## src/rtl/pulse_period_meter.sv

```systemverilog
// Slices an 8-bit pulse stream with hysteresis and measures clocks between level toggles.
// Optional feature macro: PERIOD_FILTER_EN (accept a measurement only when it repeats).
module pulse_period_meter #(
    parameter logic [7:0] THRESH_HI = 8'hC0,
    parameter logic [7:0] THRESH_LO = 8'h40
) (
    input  logic        clk,
    input  logic        rst_n,
    input  logic [7:0]  sample,
    output logic [11:0] period,
    output logic        valid,
    output logic        locked,
    output logic        timeout,
    output logic        level
);

    typedef enum logic {IDLE, MEAS} state_t;

    state_t      state;
    state_t      state_next;
    logic [11:0] cnt;
    logic        level_next;
    logic        edge_hit;
    logic        cnt_full;
    logic        take;
    logic        accept;
    logic        reject;
    logic        expire;

`ifdef PERIOD_FILTER_EN
    logic [11:0] prev;
    logic        have_prev;
`endif

    always_comb begin
        level_next = level;
        if (sample >= THRESH_HI) begin
            level_next = 1'b1;
        end else if (sample <= THRESH_LO) begin
            level_next = 1'b0;
        end
    end

    assign edge_hit = (level_next != level);
    assign cnt_full = (cnt == 12'hFFF);

    always_ff @(posedge clk) begin
        if (!rst_n) begin
            state <= IDLE;
        end else begin
            state <= state_next;
        end
    end

    always_comb begin
        state_next = state;
        case (state)
            IDLE:    if (edge_hit) state_next = MEAS;
            MEAS:    if (!edge_hit && cnt_full) state_next = IDLE;
            default: state_next = IDLE;
        endcase
    end

    // An edge always beats saturation, so m = 4095 is a real measurement.
    always_comb begin
        take   = (state == MEAS) && edge_hit;
        expire = (state == MEAS) && !edge_hit && cnt_full;
`ifdef PERIOD_FILTER_EN
        accept = take && have_prev && (cnt == prev);
        reject = take && !(have_prev && (cnt == prev));
`else
        accept = take;
        reject = 1'b0;
`endif
    end

    always_ff @(posedge clk) begin
        if (!rst_n) begin
            level   <= 1'b0;
            cnt     <= 12'd0;
            period  <= 12'd0;
            valid   <= 1'b0;
            locked  <= 1'b0;
            timeout <= 1'b0;
        end else begin
            level   <= level_next;
            valid   <= accept;
            timeout <= expire;
            if (accept) begin
                period <= cnt;
            end
            if (accept) begin
                locked <= 1'b1;
            end else if (reject || expire) begin
                locked <= 1'b0;
            end
            if (state == IDLE || edge_hit || expire) begin
                cnt <= 12'd0;
            end else if (!cnt_full) begin
                cnt <= cnt + 12'd1;
            end
        end
    end

`ifdef PERIOD_FILTER_EN
    // The first measurement after IDLE has nothing to compare against; it only seeds prev.
    always_ff @(posedge clk) begin
        if (!rst_n) begin
            prev      <= 12'd0;
            have_prev <= 1'b0;
        end else if (expire) begin
            prev      <= 12'd0;
            have_prev <= 1'b0;
        end else if (take) begin
            prev      <= cnt;
            have_prev <= 1'b1;
        end
    end
`endif

endmodule

```

## config.mk

```make
export PLATFORM = sky130hd
export DESIGN_NAME = pulse_period_meter
export DESIGN_NICKNAME = d
export VERILOG_FILES = /design/src/rtl/pulse_period_meter.sv
export SDC_FILE = /design/constraint.sdc
export NUM_CORES = 1
export LEC_CHECK = 0
export BUFFER_PORTS_ARGS = -buffer_cell sky130_fd_sc_hd__buf_2
export CAP_MARGIN = 20
export CORE_MARGIN = 2
export CORE_UTILIZATION = 47
export DETAILED_ROUTE_END_ITERATION = 10
export PLACE_DENSITY_LB_ADDON = 0.12
export SYNTH_ARGS = -nofsm -noshare
export SYNTH_HDL_FRONTEND = slang
export SYNTH_SLANG_ARGS = --single-unit
```

## constraint.sdc

```tcl
create_clock -name clk -period 1.4 [get_ports clk]
set_input_delay 0.21 -clock clk [delete_from_list [all_inputs] [get_ports clk]]
set_output_delay 0.21 -clock clk [all_outputs]
set_load 0.005 [all_outputs]
```

==> run summary, run 1 <==
Sw Ratio: 23.3%
most used flip-flop cell after synthesis: dfxtp_1
CTS max path bufs: 2
fillers: 219
largest net degree at the start of global routing: 27
Worst path max stage delay: 530 ps
Worst-Margin Slew: 261 ps
final setup fails: 0
count of pins over their slew limit: 0
number of synthesized flops with an enable pin: 0
Netlist cell types: 35
worst setup path category: flop to flop
die area: 3120 sq um
Max-Cap Viols: 0
WP depth: 3
Initial Util: 50.0%
Num CTS Buffers: 5
Pwr Total: 1.45 mW
DP Worst Slack: -93.5 ps
relative max-transition margin: 82.5%
worst r2r path cells: 3
Max Clk Rate: 748 MHz
final period utilization: 95.5%
RSZ-0062 raised after global routing: false
post-synth top area cell: dfxtp_1
Final WS setup: 63.2 ps
Pleak: 0.673 nW
Post-DRT Antenna Nets: 0
Gate power share: 6.3%
post-synthesis cell area: 1260 sq um
Port Buffers: 25
worst vdd ir: 1.03 mV
CP top delay family: simple AND/OR/NAND/NOR gates
switching pwr: 338 uW
most frequent cell after synthesis: dfxtp_1
# rows: 18
syn_nets: 143
fin cells: 209
die width: 55.8 um
CTS Sinks: 29
I/O Pins: 26
# DRC: 0
total internal power: 1.11 mW
DP Cell Count: 199
Critical path buffers and inverters: 0
synth top area cells: dfxtp_1 (46%), mux2i_1 (9.5%), nand2_1 (8.3%), xnor2_1 (4.2%), nor3_1 (3.2%)
final net count: 190
Root Buffer: clkbuf_4
part of the power in registers: 57.9%
placed cell areas: 1550 sq um
ys async rst share: 0%
Layout area overhead: 32.4%
DRT Wirelength: 2800 um
Warnings, synthesis: 0
global-route wire length before repair: 4470 um
drt first-iter violations: 20
Data required, critical path: 1650 ps
status: completed
drt first pass iters: 4
Hold WC Path Type: primary input to flop
cell with the largest stage delay on the worst path: or4_1
CORE AREA: 2520 sq um
sequential cell area: 583 sq um
total track usage: 18.7%
area of the multi-input gates: 668 sq um
final core utilization: 66.3%
Hold Violations, Final: 0
sequential share of the synthesized area: 46.0%
Hold Path Cell Cnt: 3
Seq cells post-synth: 29
post-synthesis cell count: 132
number of global-route vias before repair: 942
clk_lat worst skew: 330 ps
CP Max Fanout: 4
detailed placement HPWL: 2060 um
gpl congestion: 0.888
# H-tree levels: 2
critical path data arrival time: 1590 ps
CTS tree: done
Clock Power Share: 35.9%
layout cells sized above 1: 36.9%
via count: 1083
Worst-path clk slew: 90 ps
antenna cells: 0
grt total ovfl: 0
Commonest cells post-synth: dfxtp_1 (29), nand2_1 (28), mux2i_1 (12)
hold buffers post-CTS: 0
fin area: 1670 sq um
initial antenna violation count: 0
Die Y: 55.8 um
area fraction of the dominant cell type after synthesis: 46.0%
crit-path cells: nand4_4, or4_1, a21oi_1
Final Skew: 5.27 ps
Synth Area per Inst: 9.56 sq um
CP endpoint kind: flop
Worst setup SP type: flop
WL/cell: 13.4 um
crit path time final: 1340 ps
Pwr Density: 868 nW/um^2
detailed-route vias per instance: 5.18
## cell families (layout without fill, tap and decap cells)
kind of cell	count (synthesis)	in the layout	synth area share, %
AND/OR/NAND/NOR	63	63	27.6
flip-flops	29	29	46.0
multiplexers	12	12	9.51
AO/OA/AOI/OAI	10	10	6.24
XOR/XNOR	9	9	6.24
buffers and inverters	8	55	3.47
adder cells (fa/ha/maj)	1	1	0.991
## per-stage QoR
step / hold WS (ps) / setup TNS, ps
floorplan: 344 / 0
global placement: 442 / 0
detailed placement: 447 / -587
CTS: 148 / 0
global route: 153 / 0
finish: 155 / 0
## registers in the layout (all words and copies together) (netlist names)
signal / cells
level: 1
valid: 1
period: 12
state: 1
timeout: 1
locked: 1
cnt: 12
## routing by layer
metal | up-vias | global-route usage, % | share of wire, %
met3 | 2 | 6.28 | 4.9
met1 | 503 | 24.0 | 47
met2 | 34 | 29.8 | 47
met5 | - | 0 | 0
li1 | 544 | - | -
met4 | 0 | 6.12 | 0.54
## cell usage in the layout, fill, tap and decap left out, drive strengths merged, types with 3 or more instances in the layout
cell type | synthesis | final
dfxtp | 29 | 29
xor2 | 3 | 3
a21boi | 3 | 3
nand2 | 28 | 28
xnor2 | 6 | 6
nand3 | 3 | 3
nor3 | 9 | 9
clkbuf | 3 | 7
nand4 | 4 | 4
a21oi | 3 | 3
mux2i | 12 | 12
nor2 | 7 | 7
buf | 3 | 46
## power by group through the flow
stage,logic (mW),clock network (mW),registers (mW)
after detailed placement,0.0894,0,0.858
after global placement,0.0880,0,0.858
final,0.0907,0.521,0.839
after global routing,0.0988,0.563,0.841
after floorplan,0.0502,0,0.858
after CTS,0.0905,0.532,0.839
## what timing repair did
item                                    in CTS  in global routing
resized for setup                            3                  5
endpoints found under the hold margin        0                  0
pin swaps                                    1                  2
endpoints found under the setup margin       4                 19
buffers inserted                             0                  3
cloned                                       0                  0
## path summary, 6_finish.rpt
path / start / end / slack [ps]
worst max-delay path: cnt[4] / cnt[11] / 60
worst min-delay path: sample[7] / level / 150
worst max register to register: cnt[4] / cnt[11] / 60
worst min register to register: period[5] / period[5] / 460
## worst reg2reg max path, cell delays in order (launching register included)
cell and delay (ps):
dfxtp_1 400, nand4_4 160, or4_1 530, a21oi_1 180
## final cells by class
class                      count  area share, %
timing repair buffer          46           19.2
clock buffer                   7           3.29
multi-input combinational     95           40.0
sequential                    29           34.9
inverter                       2          0.449
tap                           30           2.25
Note: power is estimated with default switching activity, not from simulation.
==> run 2: changes to the inputs <==
RECOVER_POWER = 100   (was unset)
SKIP_CTS_REPAIR_TIMING = 1   (was unset)
==> run summary, run 2 (synthesis gave the netlist of run 1 again) <==
placed cell areas: 1550 sq um (unchanged)
CTS Sinks: 29 (unchanged)
final net count: 190 (unchanged)
final period utilization: 94.8% (-0.70 points)
crit-path cells: nor3b_2, a21oi_2, nand4_1, buf_12, nor4_2
Pwr Total: 1.45 mW (about the same)
Worst setup SP type: flop
number of global-route vias before repair: 945 (+0.32%)
Gate power share: 6.3% (about the same)
Clock Power Share: 35.8% (about the same)
die area: 3120 sq um (unchanged)
grt total ovfl: 0 (unchanged)
Sw Ratio: 23.2% (-0.065 points)
top flop regs: cnt (12), period (12)
sequential cell area: 583 sq um (unchanged)
layout cells sized above 1: 36.9% (unchanged)
Final Skew: 5.14 ps (-0.132 ps)
Post-DRT Antenna Nets: 0 (unchanged)
I/O Pins: 26 (unchanged)
cell with the largest stage delay on the worst path: dfxtp_2
status: completed
final setup fails: 0 (unchanged)
CTS tree: done
fillers: 219 (unchanged)
Hold Violations, Final: 0 (unchanged)
most common cell after layout, fill and taps aside: nand2_1
RSZ-0062 raised after global routing: true
CORE AREA: 2520 sq um (unchanged)
CP Max Fanout: 13 (+9)
fin area: 1670 sq um (unchanged)
area of the multi-input gates: 668 sq um (unchanged)
worst vdd ir: 1.03 mV (-0.27%)
global-route wire length before repair: 4450 um (-0.47%)
clk_lat worst skew: 330 ps (about the same)
initial antenna violation count: 0 (unchanged)
total internal power: 1.11 mW (about the same)
# rows: 18 (unchanged)
detailed-route vias per instance: 5.13 (-1.0%)
gpl congestion: 0.888 (unchanged)
crit path time final: 1330 ps (-9.75 ps)
CP endpoint kind: flop
Pleak: 0.673 nW (about the same)
Port Buffers: 25 (unchanged)
Initial Util: 50.0% (unchanged)
switching pwr: 337 uW (-0.36%)
critical path data arrival time: 1560 ps (-30 ps)
Worst-Margin Slew: 265 ps (+3.23 ps)
via count: 1072 (-1.0%)
Num CTS Buffers: 5 (unchanged)
largest net degree at the start of global routing: 27 (unchanged)
DRT Wirelength: 2770 um (-0.89%)
worst setup path category: flop to flop
count of pins over their slew limit: 0 (unchanged)
Worst-path clk slew: 90 ps (about the same)
# DRC: 0 (unchanged)
Hold WC Path Type: primary input to flop
Final WS setup: 72.9 ps (+9.75 ps)
drt first pass iters: 4 (unchanged)
antenna cells: 0 (unchanged)
detailed placement HPWL: 2060 um (unchanged)
Die Y: 55.8 um (unchanged)
total track usage: 18.7% (-0.049 points)
# H-tree levels: 2 (unchanged)
DP Worst Slack: -93.5 ps (unchanged)
most frequent cells in the layout: nand2_1 (28), dfxtp_1 (27), buf_2 (25)
Pwr Density: 867 nW/um^2 (about the same)
Max Clk Rate: 754 MHz (+0.73%)
Layout area overhead: 32.4% (unchanged)
WL/cell: 13.3 um (-0.89%)
Root Buffer: clkbuf_4
CTS max path bufs: 2 (unchanged)
Data required, critical path: 1630 ps (-20 ps)
part of the power in registers: 57.9% (about the same)
Max-Cap Viols: 0 (unchanged)
relative max-transition margin: 82.3% (-0.22 points)
Worst path max stage delay: 350 ps (-180 ps)
final core utilization: 66.3% (unchanged)
drt first-iter violations: 14 (-30%)
die width: 55.8 um (unchanged)
run 2: through the flow:
stage | cells | hold slack [ps] | setup TNS [ps]
after floorplan | 132 | 344 | 0
after global placement | 199 | 442 | 0
after detailed placement | 199 | 447 | -587
after CTS | 206 | 143 | -104
after global routing | 209 | 153 | -6.31
final | 209 | 155 | 0
run 2: final cells by class:
cell class,count,share of cell area [%]
well taps,30,2.25
inverters,2,0.449
flip-flops and latches,29,34.9
repair buffers,46,19.2
multi-input cells,95,40.0
clock buffers,7,3.29
run 2: path summary, 6_finish.rpt:
path / slack (ps) / startpoint / cells after the start / to
max: 70 / level / 5 / timeout
max reg2reg: 70 / level / 5 / timeout
min reg2reg: 460 / period[5] / 2 / period[5]
min: 150 / sample[7] / 3 / level
run 2: metal layers:
layer	GRT usage, %	share of wire (%)	up-vias
met5	0	0	-
met4	6.12	0.47	0
met3	6.28	4.0	2
met2	29.9	47	23
met1	23.7	48	501
li1	-	-	546
run 2: power groups by stage:
stage / clock (mW) / combinational (mW) / sequential (mW)
6_report: 0.519 / 0.0908 / 0.839
5_1_grt: 0.563 / 0.0986 / 0.841
4_1_cts: 0.532 / 0.0894 / 0.839
3_5_place_dp: 0 / 0.0894 / 0.858
3_3_place_gp: 0 / 0.0880 / 0.858
2_1_floorplan: 0 / 0.0502 / 0.858
run 2: worst max-delay path: cells and delay by family, from the launching register on:
| family | cells | cell delay [ps] |
|---|---|---|
| AND/OR/NAND/NOR | 3 | 490 |
| flip-flops | 1 | 350 |
| buffers and inverters | 1 | 190 |
| AO/OA/AOI/OAI | 1 | 200 |
